**src/rtl/mem_bus_arbiter.sv**
```systemverilog
// Two-master arbiter for the single data-memory port. Every access is a strobe-then-wait
// transaction, and the address stays on mem_addr until the next grant.
module mem_bus_arbiter #(
    parameter int READ_LAT   = 1,
    parameter int FIXED_PRIO = 0,
    parameter int LOCK_MAX   = 4
) (
    input  logic        clk,
    input  logic        rst,
    input  logic        m0_req,
    input  logic        m0_we,
    input  logic [31:0] m0_addr,
    input  logic [15:0] m0_wdata,
    output logic        m0_ack,
    output logic [15:0] m0_rdata,
    input  logic        m1_req,
    input  logic        m1_we,
    input  logic [31:0] m1_addr,
    input  logic [15:0] m1_wdata,
    input  logic        m1_lock,
    output logic        m1_ack,
    output logic [15:0] m1_rdata,
    output logic [31:0] mem_addr,
    output logic [15:0] mem_write,
    output logic        mem_we,
    output logic        mem_re,
    input  logic [15:0] mem_read,
    output logic        busy,
    output logic        owner
);
    localparam int CW = (READ_LAT > 1) ? $clog2(READ_LAT) : 1;
    localparam int LW = $clog2(LOCK_MAX + 1);

    typedef enum logic [1:0] {IDLE, ACCESS, WAIT, ACK} state_t;

    state_t        state_q, state_d;
    logic [31:0]   mem_addr_q, mem_addr_d;
    logic [15:0]   mem_write_q, mem_write_d;
    logic          mem_we_q, mem_we_d;
    logic          mem_re_q, mem_re_d;
    logic          m0_ack_q, m0_ack_d;
    logic          m1_ack_q, m1_ack_d;
    logic [15:0]   m0_rdata_q, m0_rdata_d;
    logic [15:0]   m1_rdata_q, m1_rdata_d;
    logic          owner_q, owner_d;
    logic          last_q, last_d;
    logic          we_q, we_d;
    logic [CW-1:0] wait_q, wait_d;
    logic [LW-1:0] lock_q, lock_d;
    logic          grant_m1;
    logic [LW-1:0] lock_inc;

    always_ff @(posedge clk or posedge rst) begin
        if (rst) begin
            state_q     <= IDLE;
            mem_addr_q  <= '0;
            mem_write_q <= '0;
            mem_we_q    <= 1'b0;
            mem_re_q    <= 1'b0;
            m0_ack_q    <= 1'b0;
            m1_ack_q    <= 1'b0;
            m0_rdata_q  <= '0;
            m1_rdata_q  <= '0;
            owner_q     <= 1'b0;
            last_q      <= 1'b1;  // m0 wins the first tie
            we_q        <= 1'b0;
            wait_q      <= '0;
            lock_q      <= '0;
        end else begin
            state_q     <= state_d;
            mem_addr_q  <= mem_addr_d;
            mem_write_q <= mem_write_d;
            mem_we_q    <= mem_we_d;
            mem_re_q    <= mem_re_d;
            m0_ack_q    <= m0_ack_d;
            m1_ack_q    <= m1_ack_d;
            m0_rdata_q  <= m0_rdata_d;
            m1_rdata_q  <= m1_rdata_d;
            owner_q     <= owner_d;
            last_q      <= last_d;
            we_q        <= we_d;
            wait_q      <= wait_d;
            lock_q      <= lock_d;
        end
    end

    always_comb begin
        state_d     = state_q;
        mem_addr_d  = mem_addr_q;
        mem_write_d = mem_write_q;
        mem_we_d    = 1'b0;
        mem_re_d    = 1'b0;
        m0_ack_d    = 1'b0;
        m1_ack_d    = 1'b0;
        m0_rdata_d  = m0_rdata_q;
        m1_rdata_d  = m1_rdata_q;
        owner_d     = owner_q;
        last_d      = last_q;
        we_d        = we_q;
        wait_d      = wait_q;
        lock_d      = lock_q;
        grant_m1    = 1'b0;
        lock_inc    = lock_q + LW'(1);

        case (state_q)
            IDLE: begin
                // A lock only survives while m1 keeps asking.
                if (lock_q != '0 && !m1_req) begin
                    lock_d = '0;
                end
                if (m0_req || m1_req) begin
                    if (lock_q != '0 && m1_req) begin
                        grant_m1 = 1'b1;
                    end else if (m0_req && m1_req) begin
                        grant_m1 = (FIXED_PRIO == 0) && !last_q;
                    end else begin
                        grant_m1 = m1_req;
                    end
                    owner_d     = grant_m1;
                    last_d      = grant_m1;
                    we_d        = grant_m1 ? m1_we : m0_we;
                    mem_addr_d  = grant_m1 ? m1_addr : m0_addr;
                    mem_write_d = grant_m1 ? m1_wdata : m0_wdata;
                    mem_we_d    = we_d;
                    mem_re_d    = !we_d;
                    state_d     = ACCESS;
                end
            end
            ACCESS: begin
                if (we_q) begin
                    m0_ack_d = !owner_q;
                    m1_ack_d = owner_q;
                    state_d  = ACK;
                end else begin
                    wait_d  = CW'(READ_LAT - 1);
                    state_d = WAIT;
                end
            end
            WAIT: begin
                if (wait_q == '0) begin
                    if (owner_q) begin
                        m1_rdata_d = mem_read;
                        m1_ack_d   = 1'b1;
                    end else begin
                        m0_rdata_d = mem_read;
                        m0_ack_d   = 1'b1;
                    end
                    state_d = ACK;
                end else begin
                    wait_d = wait_q - CW'(1);
                end
            end
            default: begin
                state_d = IDLE;
                // Reaching LOCK_MAX clears the count, so plain arbitration hands m0 the next tie.
                if (owner_q) begin
                    if (m1_lock && lock_inc < LW'(LOCK_MAX)) begin
                        lock_d = lock_inc;
                    end else begin
                        lock_d = '0;
                    end
                end
            end
        endcase
    end

    assign mem_addr  = mem_addr_q;
    assign mem_write = mem_write_q;
    assign mem_we    = mem_we_q;
    assign mem_re    = mem_re_q;
    assign m0_ack    = m0_ack_q;
    assign m1_ack    = m1_ack_q;
    assign m0_rdata  = m0_rdata_q;
    assign m1_rdata  = m1_rdata_q;
    assign owner     = owner_q;
    assign busy      = (state_q != IDLE);
endmodule

```
**config.mk**
```make
export PLATFORM = sky130hd
export DESIGN_NAME = mem_bus_arbiter
export DESIGN_NICKNAME = d
export VERILOG_FILES = /design/src/rtl/mem_bus_arbiter.sv
export SDC_FILE = /design/constraint.sdc
export NUM_CORES = 1
export LEC_CHECK = 0
export BUFFER_PORTS_ARGS = -buffer_cell sky130_fd_sc_hd__buf_2
export CORE_ASPECT_RATIO = 0.5
export CORE_MARGIN = 2
export CORE_UTILIZATION = 30
export CTS_CLUSTER_DIAMETER = 40
export DETAILED_ROUTE_END_ITERATION = 7
export MAX_ROUTING_LAYER = met4
export PLACE_DENSITY = 0.62
export SLEW_MARGIN = 5
export SYNTH_ARGS = -nofsm -noshare
export SYNTH_HDL_FRONTEND = slang
export SYNTH_SLANG_ARGS = --single-unit
```
**constraint.sdc**
```tcl
create_clock -name clk -period 3.5 [get_ports clk]
set_input_delay 1.05 -clock clk [delete_from_list [all_inputs] [get_ports clk]]
set_output_delay 1.05 -clock clk [all_outputs]
set_load 0.005 [all_outputs]
```
==> results of run 1 <==
-- metal layers --
metal	GRT usage (%)	part of all wire (%)	vias up
met2	28.5	52	105
met3	3.13	4.5	19
met4	5.25	1.5	0
li1	-	-	1700
met5	-	0	-
met1	19.1	42	1712
-- stage by stage --
stage,std cells,utilization (%),hold WS [ns]
6_report,762,42.8,0.488
5_1_grt,762,42.8,0.519
4_1_cts,762,42.8,0.495
3_5_place_dp,746,40.1,0.486
3_3_place_gp,746,40.1,0.473
2_1_floorplan,391,-,0.461
-- cell families after synthesis --
logic type               Yosys count  share of synthesized area, %
flip-flops                        92                          58.2
buffers and inverters             30                          4.02
AND/OR/NAND/NOR                  122                          12.3
AO/OA/AOI/OAI                    105                          13.5
multiplexers                      35                          9.87
XOR/XNOR                           1                         0.221
adder cells (fa/ha/maj)            6                          1.90
-- final timing paths --
path,start,to,slack [ns]
worst max-delay path,state_q[0],busy,0.98
worst min-delay path,last_q,last_q,0.49
worst max register to register,state_q[0],mem_addr[29],1.43
worst min register to register,last_q,last_q,0.49
max in group asynchronous,rst,mem_write[11],1.99
min in group asynchronous,rst,m1_rdata[10],0.79
-- cells in the mapped netlist, drive strengths merged --
cell    instances  area share (%)
a21o            1            0.19
a21oi          97              12
a22oi           1            0.19
and2            2            0.32
and3            1            0.16
buf            22             3.2
clkbuf          2            0.22
dfrtp          91              58
dfstp           1            0.66
ha              6             1.9
inv             6            0.57
mux2           32             9.1
mux2i           3            0.76
nand2          57             5.4
nand2b          2            0.32
nand4           2            0.32
nand4b          1            0.22
nor2           55             5.2
nor2b           2            0.32
o21ai           5            0.63
o311ai          1            0.22
xnor2           1            0.22
-- registers in the layout (all words and copies together), names as in the netlist --
name,count
owner,1
last_q,1
mem_re,1
mem_addr,32
we_q,1
m1_rdata,16
mem_we,1
state_q,2
m0_rdata,16
m0_ack,1
lock_q,3
mem_write,16
m1_ack,1
-- power groups by stage --
stage	clock (mW)	sequential, mW	combinational, mW
2_1_floorplan	0	1.90	1.12
6_report	1.08	1.84	1.95
4_1_cts	1.12	1.85	1.99
3_3_place_gp	0	1.85	1.96
5_1_grt	1.17	1.91	2.19
3_5_place_dp	0	1.86	1.99
-- worst max-delay path: stages (launching register included) --
cell	delay, ns
sky130_fd_sc_hd__dfrtp_1	0.42
sky130_fd_sc_hd__inv_1	0.09
sky130_fd_sc_hd__ha_1	0.33
sky130_fd_sc_hd__inv_2	0.13
sky130_fd_sc_hd__buf_2	0.16
-- area by class of cell --
type                    instances  area (µm²)  share of cell area [%]
repair buffers                209        1070                    19.6
inverters                       6        23.8                   0.435
flip-flops and latches         92        2300                    42.1
multi-input cells             269        1520                    27.7
clock buffers                  13         270                    4.95
clock inverters                 3        67.6                    1.24
well taps                     170         213                    3.89
-- cell usage in the layout, fill, tap and decap left out, types with 2 or more instances in the layout --
cell,netlist,routed
sky130_fd_sc_hd__buf_2,18,204
sky130_fd_sc_hd__a21oi_1,97,97
sky130_fd_sc_hd__dfrtp_1,91,91
sky130_fd_sc_hd__nand2_1,57,56
sky130_fd_sc_hd__nor2_1,55,54
sky130_fd_sc_hd__mux2_2,32,32
sky130_fd_sc_hd__clkbuf_16,0,9
sky130_fd_sc_hd__ha_1,6,6
sky130_fd_sc_hd__o21ai_0,4,4
sky130_fd_sc_hd__inv_1,5,4
sky130_fd_sc_hd__buf_4,2,4
sky130_fd_sc_hd__mux2i_1,3,3
sky130_fd_sc_hd__clkbuf_8,0,3
sky130_fd_sc_hd__nand2b_1,2,2
sky130_fd_sc_hd__nor2b_1,2,2
sky130_fd_sc_hd__nand4_1,2,2
sky130_fd_sc_hd__bufinv_16,0,2
==> impl_metrics.yaml, run 1 <==
clocking:
  clkTransAtPathRegs_ns: 0.06
  htreeDepth: 3
  cts-resized-gates: 0
  cts_buffers: 9
  clock_sinks: 92
  postCtsSetupBuffers: 0
  worstSkewPairLatency_ns: 0.33
  cts_tree: "done"
  cts_max_path_buffers: 2
  count_of_hold_fix_buffers_inserted_at_cts: 0
  clk_root_buffer_cell: "sky130_fd_sc_hd__clkbuf_16"
die:
  chip_width_um: 166
  io_pins: 205
  start_util_pct: 31.0
  area_of_the_die_um2: 14200
  core_outline_area_um2: 12800
  rows: 29
  die_y_um: 85.2
routing:
  drt-vias-per-instance: 4.64
  totalWireLength_um: 11000
  postRouteAntennaNets: 0
  first_iter_violations: 111
  detail_route.wl_per_cell_um: 14.4
  vias: 3536
  drt_drc_violations_left: 0
  detailedRoute.firstPassIterationCount: 4
sta:
  finalWorstSetupSlack_ns: 0.984
  timing.final.max_slew_violations: 0
  timing.slew.headroom_pct: 41.2
  max_slew.worst_pin.slew_ns: 0.882
  fin_tns_setup_ns: 0
  min_period_ns: 2.52
  setup-violations-final: 0
  rsz0062_at_grt: "no"
  finalHoldViolCount: 0
  fmaxAchievable_mhz: 397
  final.period_utilization_pct: 71.9
  timing.clock.skew_ns: 0.00460
power_and_ir_drop:
  standby_leakage_power_nw: 2.70
  power_density_over_the_cells_nw_per_um2: 893
  total_switching_power_mw: 1.67
  comb_power_share_pct: 40.0
  clock_power_share_pct: 22.2
  pwr-share-seq_pct: 37.8
  internal_power_mw: 3.21
  max-vdd-ir-drop_mv: 0.281
  totalPowerFinal_mw: 4.88
  power.share.switching_pct: 34.3
place:
  placed_area_um2: 5130
  numPortBuffers: 204
  post-place-ws_ns: 1.03
  gpl.final_weighted_congestion: 0.792
  detailed_place_hpwl_um: 7890
layout:
  antenna_cells: 0
  drive_gt1_share_pct: 44.4
  area.growth.synth_to_final_pct: 38.1
  nNetsFinal: 712
  fill_cells: 1285
  finish.instance_area_um2: 5470
global_routing:
  antenna_found_initial: 0
  grt_max_degree: 57
  grt.total_usage_pct: 16.2
  grt_remaining_overflow: 0
  grt_pass1_vias: 3591
  grt_pass1_wl_um: 17800
worst_setup_path:
  cp_startpoint_kind: "flop"
  required_time_at_the_endpoint_of_the_critical_path_ns: 2.45
  ff2ff_path_depth: 7
  endpoint_kind: "output port"
  worst-setup-path-type: "flop to output port"
  crit_arrival_ns: 1.47
  timing.critical_path.fanout_max: 7
synth:
  postSynthRegisterBits: 92
  syn-mean-instance-area_um2: 10.1
  cell_area_synth_um2: 3960
  synth.distinct_cells: 27
  post_synth_inst_count: 391
  postSynthNetCount: 516
  seq_area_frac_synth_pct: 58.2
  synth_warnings: 0
outcome:
  outcome: "finished, final reports clean"
run:
  max_cap_violations: 0
min_path:
  hold_path_depth: 2
  timing.hold.worst.class: "flop to flop"
Power figures use the tool's default switching activity.
==> run 2: changes to the inputs <==
==> constraint.sdc (replaced) <==
create_clock -name clk -period 2.25 [get_ports clk]
set_input_delay 0.675 -clock clk [delete_from_list [all_inputs] [get_ports clk]]
set_output_delay 0.675 -clock clk [all_outputs]
set_load 0.005 [all_outputs]
==> run 2 against run 1 <==
Non-clock buffer count up 5; critical path depth unchanged; clock skew up 0.0023 ns; core utilization up 0.26 points; die area unchanged; clock power up 39%; power up 54%; via count up 0.51%; sequential power up 57%; final area up 0.62%; count of clock-buffer cells in the layout down 1.
==> impl_metrics.yaml, run 2 (same netlist as run 1, synthesis figures left out) <==
outcome:
  outcome: "finished, final reports clean"
clocking:
  worstSkewPairLatency_ns: 0.33
  clkTransAtPathRegs_ns: 0.06
  clock_sinks: 92
  htreeDepth: 3
  count_of_hold_fix_buffers_inserted_at_cts: 0
  cts_tree: "done"
  cts-resized-gates: 0
  cts_max_path_buffers: 2
  postCtsSetupBuffers: 0
  cts_buffers: 9
  clk_root_buffer_cell: "sky130_fd_sc_hd__clkbuf_16"
die:
  die_y_um: 85.2
  start_util_pct: 31.0
  rows: 29
  area_of_the_die_um2: 14200
  core_outline_area_um2: 12800
  chip_width_um: 166
  io_pins: 205
sta:
  setup-violations-final: 0
  final.period_utilization_pct: 91.6
  max_slew.worst_pin.slew_ns: 0.993
  timing.slew.headroom_pct: 33.8
  fin_tns_setup_ns: 0
  fmaxAchievable_mhz: 485
  rsz0062_at_grt: "no"
  finalHoldViolCount: 0
  timing.final.max_slew_violations: 0
  timing.clock.skew_ns: 0.00685
  finalWorstSetupSlack_ns: 0.189
  min_period_ns: 2.06
worst_setup_path:
  path_delay_family: "flip-flops"
  timing.critical_path.fanout_max: 7
  required_time_at_the_endpoint_of_the_critical_path_ns: 1.57
  crit-reg2reg-capture: "mem_addr[28]"
  worst-setup-path-type: "flop to output port"
  worstSetupStartpoint: "state_q[0]"
  crit_path_top_delay_cell: "sky130_fd_sc_hd__dfrtp_1"
  timing.rr.start: "lock_q[0]"
  cp_startpoint_kind: "flop"
  cp.buffers_inverters: 3
  endpoint_kind: "output port"
  reg2reg_setup_slack_ns: 0.20
  chain_of_cells_forming_the_critical_path: "inv_1, ha_2, inv_2, buf_2"
  critical_path.max_stage_delay_ns: 0.42
  ff2ff_path_depth: 6
  crit_arrival_ns: 1.39
routing:
  totalWireLength_um: 11100
  first_iter_violations: 147
  drt_drc_violations_left: 0
  vias: 3554
  drt-vias-per-instance: 4.65
  detail_route.wl_per_cell_um: 14.5
  postRouteAntennaNets: 0
  detailedRoute.firstPassIterationCount: 4
global_routing:
  grt_pass1_vias: 3533
  grt_remaining_overflow: 0
  grt_pass1_wl_um: 17700
  antenna_found_initial: 0
  grt_max_degree: 49
  grt.total_usage_pct: 16.1
layout:
  post-route-util_pct: 43.1
  largest_register_ffs: 32
  area.growth.synth_to_final_pct: 39.0
  nNetsFinal: 717
  antenna_cells: 0
  mostFrequentLayoutCells: "sky130_fd_sc_hd__buf_2, sky130_fd_sc_hd__a21oi_1, sky130_fd_sc_hd__dfrtp_1, sky130_fd_sc_hd__nand2_1, sky130_fd_sc_hd__nor2_1"
  drive_gt1_share_pct: 44.9
  layout.cells.most_common: "sky130_fd_sc_hd__buf_2"
  fill_cells: 1282
power_and_ir_drop:
  max-vdd-ir-drop_mv: 0.494
  standby_leakage_power_nw: 2.71
  totalPowerFinal_mw: 7.50
  power_density_over_the_cells_nw_per_um2: 1360
place:
  numPortBuffers: 204
  detailed_place_hpwl_um: 8060
  post-place-ws_ns: 0.0208
  gpl.final_weighted_congestion: 0.822
min_path:
  timing.hold.worst.class: "primary input to async pin"
run:
  max_cap_violations: 0
==> run 2: per-stage QoR <==
stage          hold WS (ns)  area (µm²)  instances
2_1_floorplan         0.461        3960        391
3_3_place_gp          0.482        5200        751
3_5_place_dp          0.489        5200        751
4_1_cts               0.424        5500        765
5_1_grt               0.450        5500        765
6_report              0.418        5500        765
==> run 2: power by group <==
part           leakage, nW  switching (mW)  internal [mW]
logic                 1.51            1.61           1.50
registers             1.05           0.410           2.48
clock network        0.145           0.592          0.908
total                 2.71            2.61           4.89
==> run 2: how the worst max path moves through the flow <==
stage	end	slack [ns]	depth (start not counted)
final	busy	0.19	4
after global routing	mem_addr[26]	0.01	6
after CTS	busy	0.08	4
after detailed placement	mem_addr[26]	0.02	5
after global placement	mem_addr[24]	0.08	5
after floorplan	lock_q[0]	0.50	1
==> run 2: area by class of cell <==
cell class,count,area (µm²),area share (%)
Inverter,6,26.3,0.478
Clock buffer,12,256,4.66
Timing Repair Buffer,214,1150,20.8
Multi-Input combinational cell,269,1520,27.6
Sequential cell,92,2300,41.9
Tap cell,170,213,3.87
Clock inverter,2,35.0,0.637
==> run 2: per-layer routing <==
layer	up-vias	share of wire [%]	global-route usage, %
li1	1710	-	-
met1	1741	41	18.7
met2	89	54	28.8
met3	14	3.7	3.03
met4	0	1.4	4.94
met5	-	0	-
==> run 2: worst reg2reg max path: cells and delay by family, from the launching register on <==
| kind | cells | cell delay [ns] |
|---|---|---|
| AND/OR/NAND/NOR | 2 | 0.94 |
| flip-flops | 1 | 0.35 |
| adder cells (fa/ha/maj) | 1 | 0.21 |
| buffers and inverters | 1 | 0.07 |
| AO/OA/AOI/OAI | 2 | 0.40 |
